### config.mk
export PLATFORM = sky130hd
export DESIGN_NAME = cache_arbiter
export DESIGN_NICKNAME = d
export VERILOG_FILES = /design/src/rtl/cache_arbiter.sv
export SDC_FILE = /design/constraint.sdc
export NUM_CORES = 2
export LEC_CHECK = 0
export ABC_CLOCK_PERIOD_IN_PS = 1650
export CAP_MARGIN = 10
export CORE_AREA = 2 2 548 550
export CTS_CLUSTER_DIAMETER = 150
export DETAILED_ROUTE_END_ITERATION = 6
export DIE_AREA = 0 0 550 552
export GPL_TIMING_DRIVEN = 0
export PLACE_DENSITY_LB_ADDON = 0.1
export SETUP_SLACK_MARGIN = 0.02
export SLEW_MARGIN = 10
export SYNTH_ARGS = -nofsm -noshare
export SYNTH_HDL_FRONTEND = slang
export SYNTH_SLANG_ARGS = --single-unit
export TNS_END_PERCENT = 20
### constraint.sdc
create_clock -name clk -period 1.65 [get_ports clk]
set_clock_uncertainty 0.15 [all_clocks]
set_input_delay 0.165 -clock clk [delete_from_list [all_inputs] [get_ports clk]]
set_output_delay 0.165 -clock clk [all_outputs]
set_load 0.005 [all_outputs]
### src/rtl/cache_arbiter.sv
// ============================================================================
// Module   : cache_arbiter
// Brief    : Arbitrates I-cache and D-cache line misses onto a single pmem
//            channel. Requests are captured when granted, ties are broken
//            round-robin, and each completion is a one-cycle resp pulse.
// Revision : 1.0 - initial release
// ============================================================================
`default_nettype none

module cache_arbiter #(
  parameter int LINE_WIDTH = 256,
  parameter int ADDR_WIDTH = 32
) (
  input  logic                  clk,
  input  logic                  rst,
  // I-cache miss port
  input  logic                  i_read,
  input  logic [ADDR_WIDTH-1:0] i_address,
  output logic [LINE_WIDTH-1:0] i_rdata,
  output logic                  i_resp,
  // D-cache miss port
  input  logic                  d_read,
  input  logic                  d_write,
  input  logic [ADDR_WIDTH-1:0] d_address,
  input  logic [LINE_WIDTH-1:0] d_wdata,
  output logic [LINE_WIDTH-1:0] d_rdata,
  output logic                  d_resp,
  // physical memory port
  output logic                  pmem_read,
  output logic                  pmem_write,
  output logic [ADDR_WIDTH-1:0] pmem_address,
  output logic [LINE_WIDTH-1:0] pmem_wdata,
  input  logic [LINE_WIDTH-1:0] pmem_rdata,
  input  logic                  pmem_resp
);

  typedef enum logic [2:0] {
    ST_IDLE    = 3'd0,
    ST_SERVE_I = 3'd1,
    ST_SERVE_D = 3'd2,
    ST_RESP_I  = 3'd3,
    ST_RESP_D  = 3'd4
  } state_t;

  state_t                r_state;
  state_t                w_next;
  logic                  w_grant_i;
  logic                  w_grant_d;
  logic                  w_d_req;
  logic                  r_last_d;     // 1 when the most recent grant went to D
  logic                  r_op_write;   // latched D op: 1 = writeback
  logic [ADDR_WIDTH-1:0] r_addr;
  logic [LINE_WIDTH-1:0] r_wdata;
  logic [LINE_WIDTH-1:0] r_i_rdata;
  logic [LINE_WIDTH-1:0] r_d_rdata;

  assign w_d_req = d_read | d_write;

  // Next-state and grant decision; requester inputs matter only in IDLE
  always_comb begin
    w_next    = r_state;
    w_grant_i = 1'b0;
    w_grant_d = 1'b0;
    case (r_state)
      ST_IDLE: begin
        if (i_read && w_d_req) begin
          // Tie: hand the line to whichever port did not win last time
          if (r_last_d) w_grant_i = 1'b1;
          else          w_grant_d = 1'b1;
        end else if (i_read) begin
          w_grant_i = 1'b1;
        end else if (w_d_req) begin
          w_grant_d = 1'b1;
        end
        if (w_grant_i)      w_next = ST_SERVE_I;
        else if (w_grant_d) w_next = ST_SERVE_D;
      end
      ST_SERVE_I: if (pmem_resp) w_next = ST_RESP_I;
      ST_SERVE_D: if (pmem_resp) w_next = ST_RESP_D;
      ST_RESP_I:  w_next = ST_IDLE;
      ST_RESP_D:  w_next = ST_IDLE;
      default:    w_next = ST_IDLE;
    endcase
  end

  // State, request capture and read-data capture registers
  always_ff @(posedge clk) begin
    if (rst) begin
      r_state    <= ST_IDLE;
      r_last_d   <= 1'b0;
      r_op_write <= 1'b0;
      r_addr     <= '0;
      r_wdata    <= '0;
      r_i_rdata  <= '0;
      r_d_rdata  <= '0;
    end else begin
      r_state <= w_next;
      if (w_grant_i) begin
        r_addr   <= i_address;
        r_last_d <= 1'b0;
      end
      if (w_grant_d) begin
        r_addr     <= d_address;
        r_wdata    <= d_wdata;
        r_op_write <= d_write;   // write wins when both read and write are high
        r_last_d   <= 1'b1;
      end
      if (r_state == ST_SERVE_I && pmem_resp) begin
        r_i_rdata <= pmem_rdata;
      end
      // A writeback completion leaves the D read line untouched
      if (r_state == ST_SERVE_D && pmem_resp && !r_op_write) begin
        r_d_rdata <= pmem_rdata;
      end
    end
  end

  // Outputs are pure decodes of registered state
  assign pmem_read    = (r_state == ST_SERVE_I) || (r_state == ST_SERVE_D && !r_op_write);
  assign pmem_write   = (r_state == ST_SERVE_D) && r_op_write;
  assign pmem_address = r_addr;
  assign pmem_wdata   = r_wdata;
  assign i_resp       = (r_state == ST_RESP_I);
  assign d_resp       = (r_state == ST_RESP_D);
  assign i_rdata      = r_i_rdata;
  assign d_rdata      = r_d_rdata;

endmodule

`default_nettype wire

=== After elaboration in Yosys (flattened, before gate mapping) ===
Index checks and enable logic that the tools add are counted.

* Equal/unequal tests: 7
* Mux-type cells: 20
* Bitwise operators: 1
* Reduce and logical (&&, ||, !) cells: 11

{| class="wikitable"
|+ Operators with widths
! kind !! number
|-
| $mux 32 || 2
|-
| $mux 1 || 13
|-
| $mux 3 || 4
|-
| $pmux 3 s3 || 1
|-
| $eq 3x2->1 const B || 2
|-
| $logic_and 1x1->1 || 6
|-
| $ne 2x2->1 const B || 2
|-
| $eq 3x1->1 const B || 1
|-
| $eq 3x3->1 const B || 1
|-
| $logic_not 3->1 || 1
|-
| $ne 3x1->1 const B || 1
|-
| $reduce_and 3->1 || 1
|-
| $reduce_bool 2->1 || 1
|-
| $logic_not 1->1 || 1
|-
| $logic_or 1x1->1 || 1
|-
| $or 1x1->1 || 1
|}

* Flip-flop bits (word level): 805
* Input bits: 582
* Output and inout bits: 804
* Word-level logic and storage cells: 46

=== Longest topological paths before layout ===
* Depth after elaboration: 8
* Depth in mapped cells: 7
* Mapped depth without buffers: 3

=== Worst setup path after synthesis ===
Ideal clock, no wire load.

* Path type: flip-flop to flip-flop
* Start: reg r_state[1]
* End: reg r_addr[4] (netlist: pmem_address[4])
* Setup time: 0.091 ns
* Arrival time: 1.393 ns
* Required time: 1.409 ns
* Path slack: 0.016 ns
* Cell stages (with the launch flop): 7
* Path buffers: 3
* Clock period less this slack: 1.634 ns
* Cell sequence: dfxtp_1 buf_4 nor3_4 buf_2 buf_2 nand3_1 a311oi_1

* Longest elaborated chain between the ends: 3
* Elaborated cells between the ends (all ways): 5
* Classes of those cells: mux (3); reduce/logical (2)

{| class="wikitable"
|+ RTL lines
! element !! line !! RTL
|-
| start, declared || 45 || <nowiki>state_t r_state;</nowiki>
|-
| start signal, assigned || 97 || <nowiki>r_state <= w_next;</nowiki>
|-
| $logic_not 3->1 (*) || 64 || <nowiki>case (r_state)</nowiki>
|-
| $mux 1 || 64 ||
|-
| $mux 32 or $reduce_bool 2->1 (tied branches) || - ||
|-
| end signal, assigned || 99 || <nowiki>r_addr <= i_address;</nowiki>
|-
| end signal, assigned || 103 || <nowiki>r_addr <= d_address;</nowiki>
|-
| end, declared || 52 || <nowiki>logic [ADDR_WIDTH-1:0] r_addr;</nowiki>
|}

Mark *: on every way between the ends. The rest lies on a longest branch, timed or not.
A chain may end at the register's enable or synchronous reset.

=== Final worst setup path ===
* Start: reg r_state[0]
* End: out pmem_read

* Longest elaborated chain between the ends: 3
* Elaborated cells between the ends (all ways): 4
* Classes of those cells: eq/ne (2); reduce/logical (2)

{| class="wikitable"
|+ RTL lines
! element !! line !! RTL
|-
| $eq 3x2->1 || 119 || <nowiki>assign pmem_read = (r_state == ST_SERVE_I) || (r_state == ST_SERVE_D && !r_op_write);</nowiki>
|-
| $logic_and 1x1->1 || 119 ||
|-
| $logic_or 1x1->1 (*) || 119 ||
|-
| end, declared || 29 || <nowiki>output logic pmem_read,</nowiki>
|}

Marked as above.

==> impl_metrics.json <==
{
  "outcome": "finished with violations",
  "violations": "setup timing",
  "cts_root_buffer": "clkbuf_16",
  "io_buffers": 1384,
  "start_util": 0.1001,
  "fin_crit_ns": 2.156,
  "synthArstFlopShare": 0,
  "tightest_slew_ns": 1.120,
  "layout.area.seq_um2": 16340,
  "stdcell_count": 9994,
  "maxSlewHeadroom": 0.2536,
  "path_clk_slew_ns": 0.06,
  "grt_pass1_wl_um": 327200,
  "die_h_um": 552,
  "setup-violations-final": 1487,
  "r2r-end": "d_rdata[157]$_SDFFE_PP0P_",
  "hold-path-endpoint": "r_last_d$_SDFFE_PP0P_",
  "hold_viol": 0,
  "io_pins": 1386,
  "maxCapViolCount": 0,
  "crit_path_start_kind": "register",
  "synth_area_per_cell_um2": 8.128,
  "grt_usage": 0.1544,
  "reg2reg_depth": 10,
  "dieArea_um2": 303600,
  "synth.ff_latch_count": 805,
  "grt_pass1_vias": 37335,
  "power.density_nw_per_um2": 997.6,
  "die_w_um": 550,
  "grt_setup_unrepaired": "yes",
  "drcViolationCount": 0,
  "multiInputGateArea_um2": 13530,
  "cp.arrival_ns": 1.84,
  "synth-edff-count": 0,
  "critPathKind": "register to output pin",
  "first_pass_iters": 5,
  "syn_inst": 3672,
  "synth_area_um2": 29840,
  "hold_path_class": "primary input to register",
  "yosys.area.top_type": "dfxtp_1",
  "wl_um": 250000,
  "dp_hpwl_um": 199600,
  "r2r_slack_ns": -0.44,
  "place_inst": 9018,
  "period_share": 1.307,
  "htree_levels": 3,
  "worst_hold_slack_ns": 0.1948,
  "slowest_delay_ns": 0.36,
  "coreArea_um2": 298300,
  "antenna_found_initial": 107,
  "cts_buffers": 115,
  "clock_latency_ns": 0.82,
  "crit_chain": "buf_8, nor3b_2, a21oi_2, nor2_2, buf_6",
  "required_ns": 1.33,
  "rows": 201,
  "synthDistinctLibCells": 33,
  "power.total_mw": 63.82,
  "end_kind": "output pin",
  "slowest_stage": "dfxtp_4",
  "mostFrequentLayoutCells": "clkdlybuf4s50_1, a21oi_1, dfxtp_1, dlygate4sd3_1, nand2_1",
  "p_leak_nw": 21.88,
  "yosys_warnings": 0,
  "globalRoute.totalOverflow": 0,
  "cts.sinks": 805,
  "fmax_mhz": 463.8,
  "final_nets": 6484,
  "drive_gt1_frac": 0.1862,
  "ant_nets": 0,
  "yosysTopAreaCellShare": 0.5400,
  "synthTopCellsByArea": "dfxtp_1, a21oi_1, nand3_1",
  "vdd_drop_max_mv": 0.7802,
  "path_depth": 5,
  "drt_iter0_drc": 1748,
  "vias_per_cell": 3.684,
  "cts_buffer_depth": 4,
  "place_congestion": 0.8186,
  "ys.flop_type": "dfxtp_1",
  "dp_slack_ns": -1.964,
  "yosysSeqAreaShare": 0.5400,
  "drv_slew": 0,
  "timing.final.ws_setup_ns": -0.5061,
  "critPathTopFamily": "flip-flops",
  "vias": 36821,
  "reg2reg_from": "r_state[0]$_SDFFE_PP0P_",
  "hold_depth": 4,
  "fillers": 33309,
  "mostFrequentLayoutCell": "clkdlybuf4s50_1",
  "cp_max_fo": 5,
  "hold_start": "d_read",
  "crit_buf_inv": 2,
  "grt_max_degree": 16,
  "synthesis.nets": 4254,
  "wire_per_inst_um": 25.01,
  "area_delta_synth_final_pct": 114.4,
  "cts_tree": "yes"
}
## synth_stat cells, types with 2 or more instances
cell and n:
nor3b_1 3, a311oi_1 22, nand3_1 545, dfxtp_1 805
buf_6 4, or3_1 2, buf_4 40, buf_2 76
nor2_1 2, a21oi_1 804, buf_1 25, clkbuf_1 257
inv_1 2, nand2_1 512, a311oi_2 10, nor3_1 2
o21ai_0 545
## registers in the layout, summed over array words and instances, names as in the netlist
signal / flops
i_rdata: 256
pmem_address: 32
r_last_d: 1
r_state: 3
pmem_wdata: 256
d_rdata: 256
r_op_write: 1
## kinds of logic (layout without fill, tap and decap cells)
family	after synthesis	after routing	synth area share
mux	1	1	0.0003354
simple gates	1076	1076	0.1605
buf+inv	404	2711	0.06003
other cells	0	57	0
flops	805	805	0.5400
compound gates	1386	1386	0.2392
## cell type report
| cell class | count | area share |
|---|---|---|
| buffer | 399 | 0.05134 |
| tap | 3958 | 0.07741 |
| multi-input combinational | 2463 | 0.2114 |
| clock buffer | 182 | 0.05376 |
| clock inverter | 12 | 0.001525 |
| inverter | 2 | 0.0001565 |
| sequential | 805 | 0.2553 |
| antenna | 57 | 0.002229 |
| timing repair buffer | 2116 | 0.3468 |
## power by group
part | switching, mW | internal [mW]
registers | 0.949 | 20.9
logic | 9.09 | 8.67
clock network | 10.2 | 14.1
## worst max-delay path by stage
stage,startpoint,endpoint,slack (ns)
2_1_floorplan,r_state[0]$_SDFFE_PP0P_,pmem_address[10]$_SDFFE_PP0P_,0.02
3_3_place_gp,rst,i_rdata[253]$_SDFFE_PP0P_,-3.57
3_5_place_dp,rst,pmem_wdata[140]$_SDFFE_PP0P_,-1.96
4_1_cts,r_state[1]$_SDFFE_PP0P_,pmem_read,-0.65
5_1_grt,r_state[1]$_SDFFE_PP0P_,pmem_read,-0.63
6_report,r_state[0]$_SDFFE_PP0P_,pmem_read,-0.51
## metal layers
layer,routed length (µm),vias to the layer above,global-route usage
li1,-,17472,-
met1,94530,17702,0.1657
met2,128300,1259,0.2851
met3,18850,332,0.04980
met4,7944,56,0.04406
met5,336,-,0
## repair_timing
action / in CTS / in global routing
setup buffers: 27 / 76
setup endpoints to repair: 1608 / 1608
hold endpoints to repair: 803 / 1
gates resized for setup: 585 / 1462
gates cloned: 15 / 31
hold buffers: 578 / 1
pin swaps: 13 / 115
## stage by stage
step | TNS, ns | util | instance area [µm²]
finish | -469.04 | 0.2145 | 63980
global route | -624.26 | 0.2143 | 63930
CTS | -692.93 | 0.2006 | 59830
detailed placement | -1282.37 | 0.1634 | 48750
global placement | -2113.14 | 0.1631 | 48650
floorplan | 0 | - | 29850
## worst reg2reg max path, cell delays in order, from the launching register on
cell and delay [ns]:
dfxtp_4 0.36, buf_4 0.13, nand3b_1 0.19, buf_12 0.17, buf_6 0.12, buf_16 0.14, buf_16 0.17, buf_6 0.14
buf_12 0.12, o21ai_0 0.15, a21oi_1 0.08
(Power assumes the default switching activity.)
